[src/rtl/prog_loader.sv]
// Program-memory loader: receives a length-framed, checksummed byte stream and
// writes it into program memory while holding the processor in reset.
module prog_loader #(
    parameter int ADDR_W = 12,
    parameter int DATA_W = 8
) (
    input  logic              clk,
    input  logic              reset,
    input  logic              start,
    input  logic [DATA_W-1:0] byte_in,
    input  logic              byte_valid,
    output logic              byte_ready,
    output logic              mem_we,
    output logic [ADDR_W-1:0] mem_addr,
    output logic [DATA_W-1:0] mem_data,
    output logic              cpu_hold,
    output logic              done,
    output logic              error
);

    // state  | meaning
    // IDLE   | after reset, processor free, nothing loaded
    // LEN_HI | waiting for length high byte (upper nibble must be zero)
    // LEN_LO | waiting for length low byte
    // DATA   | streaming data bytes into program memory
    // CHK    | waiting for the checksum byte
    // DONE   | load good, processor released
    // ERR    | load aborted, processor kept in reset
    typedef enum logic [2:0] {
        S_IDLE, S_LEN_HI, S_LEN_LO, S_DATA, S_CHK, S_DONE, S_ERR
    } state_t;

    state_t            state, state_nx;
    logic [ADDR_W-1:0] n_len;
    logic [ADDR_W-1:0] addr;
    logic [DATA_W-1:0] sum;
    logic              xfer;
    logic              len_hi_bad;
    logic              last_byte;
    logic              len_zero;

    // Status and handshake decode only the state register, never byte_valid.
    assign byte_ready = (state == S_LEN_HI) || (state == S_LEN_LO) ||
                        (state == S_DATA)   || (state == S_CHK);
    assign cpu_hold   = byte_ready || (state == S_ERR);
    assign done       = (state == S_DONE);
    assign error      = (state == S_ERR);

    assign xfer       = byte_valid && byte_ready;
    assign len_hi_bad = (byte_in[DATA_W-1:ADDR_W-DATA_W] != '0);
    assign last_byte  = (addr == n_len - ADDR_W'(1));
    assign len_zero   = ({n_len[ADDR_W-1:DATA_W], byte_in} == '0);

    always_ff @(posedge clk) begin
        if (reset) begin
            state <= S_IDLE;
        end else begin
            state <= state_nx;
        end
    end

    always_comb begin
        state_nx = state;
        case (state)
            S_IDLE:   if (start) state_nx = S_LEN_HI;
            S_LEN_HI: if (xfer)  state_nx = len_hi_bad ? S_ERR : S_LEN_LO;
            S_LEN_LO: if (xfer)  state_nx = len_zero ? S_CHK : S_DATA;
            S_DATA:   if (xfer && last_byte) state_nx = S_CHK;
            S_CHK:    if (xfer)  state_nx = (byte_in == sum) ? S_DONE : S_ERR;
            S_DONE:   if (start) state_nx = S_LEN_HI;
            S_ERR:    if (start) state_nx = S_LEN_HI;
            default:  state_nx = S_IDLE;
        endcase
    end

    // Write port is registered: a byte accepted in cycle t is written in t+1.
    always_ff @(posedge clk) begin
        if (reset) begin
            n_len    <= '0;
            addr     <= '0;
            sum      <= '0;
            mem_we   <= 1'b0;
            mem_addr <= '0;
            mem_data <= '0;
        end else begin
            mem_we <= 1'b0;
            if (xfer) begin
                case (state)
                    S_LEN_HI: begin
                        if (!len_hi_bad)
                            n_len[ADDR_W-1:DATA_W] <= byte_in[ADDR_W-DATA_W-1:0];
                    end
                    S_LEN_LO: begin
                        n_len[DATA_W-1:0] <= byte_in;
                        addr              <= '0;
                        sum               <= '0;
                    end
                    S_DATA: begin
                        sum      <= sum + byte_in;
                        mem_we   <= 1'b1;
                        mem_addr <= addr;
                        mem_data <= byte_in;
                        addr     <= addr + ADDR_W'(1);
                    end
                    default: ;
                endcase
            end
        end
    end

endmodule

[config.mk]
export PLATFORM = sky130hd
export DESIGN_NAME = prog_loader
export DESIGN_NICKNAME = d
export VERILOG_FILES = /design/src/rtl/prog_loader.sv
export SDC_FILE = /design/constraint.sdc
export NUM_CORES = 1
export LEC_CHECK = 0
export ABC_AREA = 1
export ABC_CLOCK_PERIOD_IN_PS = 2300
export CELL_PAD_IN_SITES_DETAIL_PLACEMENT = 1
export CELL_PAD_IN_SITES_GLOBAL_PLACEMENT = 1
export CORE_MARGIN = 8
export CORE_UTILIZATION = 40
export CTS_CLUSTER_DIAMETER = 60
export CTS_CLUSTER_SIZE = 25
export DETAILED_ROUTE_END_ITERATION = 8
export HOLD_SLACK_MARGIN = 0.06
export PLACE_DENSITY = 0.88
export SLEW_MARGIN = 20
export SYNTH_ARGS = -nofsm -noshare
export SYNTH_HDL_FRONTEND = slang
export SYNTH_SLANG_ARGS = --single-unit
[constraint.sdc]
create_clock -name clk -period 2.3 [get_ports clk]
set_input_delay 0.345 -clock clk [delete_from_list [all_inputs] [get_ports clk]]
set_output_delay 0.345 -clock clk [all_outputs]
set_load 0.1 [all_outputs]
==> results.toml <==
[status]
outcome = "complete, no violations"

[floorplan]
initial_core_util_pct = 41.0
chipHeight_um = 102
die_w_um = 102
ios = 37
core_area_um2 = 7180
rows = 31
die_area_um2 = 10400

[clocking]
path_clk_slew_ps = 90
cts_buffers = 5
cts_tree = "yes"
htree_levels = 2
clock_latency_ps = 320
clock_sinks = 56
postCtsSetupBuffers = 0
cts_resized = 0
clockRootBuffer = "clkbuf_8"
postCtsHoldBufs = 0
clockBufferDepth = 2

[synth]
ys.flop_type = "dfxtp_1"
synth.cell_area_um2 = 2950
avgSynthCellArea_um2 = 6.93
yosysSeqAreaShare_pct = 38.1
synth_cell_types = 32
synth_top_area_cell = "dfxtp_1"
synth.net_count = 447
yosysMostFrequentCell = "nand2_1"
syn_inst = 425
ys_warn_count = 0
ys_ff_latch = 56
synth.area.top_cells = "dfxtp_1, nand2_1, nor2_1"
synth_top_area_share_pct = 38.1
async_reset_ff_share_pct = 0
synth_edf_count = 0
synth_commonest_cells = "nand2_1, nor2_1, dfxtp_1, a21oi_1, inv_1"

[placed_design]
preCtsSetupSlack_ps = -199
dp_hpwl_um = 6730
port_buffers = 36
place_area_um2 = 3450
dp_cells = 560
gp_congestion = 0.838

[finish]
stdcell_count = 568
insertedDiodeCount = 0
nNetsFinal = 490
drive_gt1_share_pct = 14.3
stdcell_area_um2 = 3590
fillers = 950
area_growth_pct = 21.9

[pwr]
power_leakage_nw = 1.56
p_total_mw = 3.69
powerDensity_nw_per_um2 = 1030
ir_drop_mv = 0.468

[detailed_routing]
finalWirelength_um = 8910
antenna_left = 0
wl_per_cell_um = 15.7
firstDrtPassIters = 4
vias_per_cell = 5.22
drc = 0
vias = 2964
drt_iter0_drc = 210

[timing]
slew_headroom_pct = 58.6
worst_slew_pin_slew_ps = 621
rsz0062_at_grt = "no"
drv_slew = 0
skew_ps = 14.1
finalSetupViolations = 0
fin_ws_ps = 196
fmax_ghz = 0.475
hold_viol = 0
min_period_ps = 2100
period_share_pct = 91.5

[global_route]
grt_pass1_wl_um = 14800
grt_pass1_vias = 3080
grt_max_degree = 36
grt_antenna_before_repair = 0
track_usage_pct = 17.9
grt-ovfl-total = 0

[setup_path]
crit_path_max_incr_delay_ps = 420
crit_top_cell = "nand2_1"
start_kind = "input port"
r2r-end = "state[2]$_SDFFE_PP0P_"
worstPathRequired_ps = 2540
startpoint = "byte_in[0]"
crit_type = "input port to register"
rr_worst_depth = 13
cp_slowest_cell = "clkdlybuf4s50_1"
crit_path_end = "sum[6]$_SDFFE_PP0P_"
timing.critical_path.fanout_max = 3
critical_path.endpoint_type = "register"
critical_path_arrival_ps = 2340
worstReg2RegStart = "n_len[0]$_SDFFE_PP0P_"
crit_path_cell_trace = "clkdlybuf4s50_1 -> ha_1 -> fa_2 -> nand2_1 -> nand2_1 -> a21oi_2 -> nor2_1 -> o21ai_0 -> nand2_1 -> a21oi_1 -> o21ai_0 -> a21oi_1"
reg2reg_slack_ps = 220

[run]
drv_cap = 0

[hold_path]
holdCritPathClass = "register to register"
[report_power, final]
part	total, mW	leakage (nW)	internal [mW]	switching, mW
Sequential	1.16	0.453	1.06	0.0998
Clock	0.786	0.0687	0.439	0.348
Combinational	1.74	1.04	0.520	1.22
[layer usage]
metal,part of all wire [%],global-route usage (%)
met2,49,31.9
met4,1.4,4.74
met1,45,21.3
met3,4.6,3.61
met5,0,0
[flip-flops by register name (all words and copies together), names as in the netlist]
name      flops
mem_we        1
n_len        12
mem_data      8
addr         12
state         3
sum           8
mem_addr     12
[cell usage in the layout, fill, tap and decap left out, drive strengths merged]
| cell type | count |
|---|---|
| nand3 | 18 |
| a21oi | 47 |
| nor3 | 11 |
| bufinv | 2 |
| o21a | 2 |
| o21bai | 1 |
| and3 | 1 |
| ha | 9 |
| o21ai | 38 |
| dfxtp | 56 |
| nor4 | 4 |
| a31oi | 1 |
| nand3b | 1 |
| clkdlybuf4s50 | 11 |
| nor3b | 5 |
| buf | 35 |
| clkbuf | 5 |
| nand4 | 3 |
| fa | 1 |
| a21o | 1 |
| o311ai | 1 |
| nand2 | 81 |
| inv | 45 |
| nor2 | 76 |
| xnor2 | 7 |
| xor2 | 3 |
| a311o | 1 |
| a211oi | 3 |
[final cells by class]
class / instances / area (um2) / share of cell area (%)
Sequential cell: 56 / 1120 / 31.2
Clock buffer: 5 / 68.8 / 1.92
Clock inverter: 3 / 68.8 / 1.92
Tap cell: 99 / 124 / 3.45
Timing Repair Buffer: 46 / 410 / 11.4
Multi-Input combinational cell: 315 / 1630 / 45.5
Inverter: 44 / 165 / 4.60
[worst max-delay path: cells and delay by family]
| family | cells | cell delay, ps |
|---|---|---|
| AOI/OAI and AO/OA | 5 | 640 |
| and+or+nand+nor | 4 | 330 |
| buffers and inverters | 1 | 420 |
| adders and majority gates | 2 | 600 |
[stage by stage]
| stage | utilization [%] | TNS [ps] | hold slack [ps] |
|---|---|---|---|
| final | 50.0 | 0 | 475 |
| after global routing | 50.0 | 0 | 503 |
| after CTS | 49.9 | 0 | 479 |
| after detailed placement | 48.0 | -199 | 462 |
| after global placement | 48.0 | -85.7 | 458 |
| after floorplan | - | 0 | 423 |
[logic make-up (layout without fill, tap and decap cells)]
kind of cell | count (synthesis) | after routing | synth area share [%]
XOR/XNOR | 10 | 10 | 2.97
flip-flops | 56 | 56 | 38.1
buffers and inverters | 54 | 98 | 6.97
adder cells (fa/ha/maj) | 10 | 10 | 4.50
AO/OA/AOI/OAI | 95 | 95 | 17.2
AND/OR/NAND/NOR | 200 | 200 | 30.3
[how the worst min path moves through the flow]
stage / start / endpoint / slack [ps] / cells past startpoint
floorplan: reset / n_len[11]$_SDFFE_PP0P_ / 420 / 1
global placement: sum[0]$_SDFFE_PP0P_ / sum[0]$_SDFFE_PP0P_ / 460 / 2
detailed placement: sum[0]$_SDFFE_PP0P_ / sum[0]$_SDFFE_PP0P_ / 460 / 2
CTS: sum[4]$_SDFFE_PP0P_ / sum[4]$_SDFFE_PP0P_ / 480 / 2
global route: sum[0]$_SDFFE_PP0P_ / sum[0]$_SDFFE_PP0P_ / 500 / 2
finish: sum[4]$_SDFFE_PP0P_ / sum[4]$_SDFFE_PP0P_ / 480 / 2
Power figures use the tool's default switching activity.
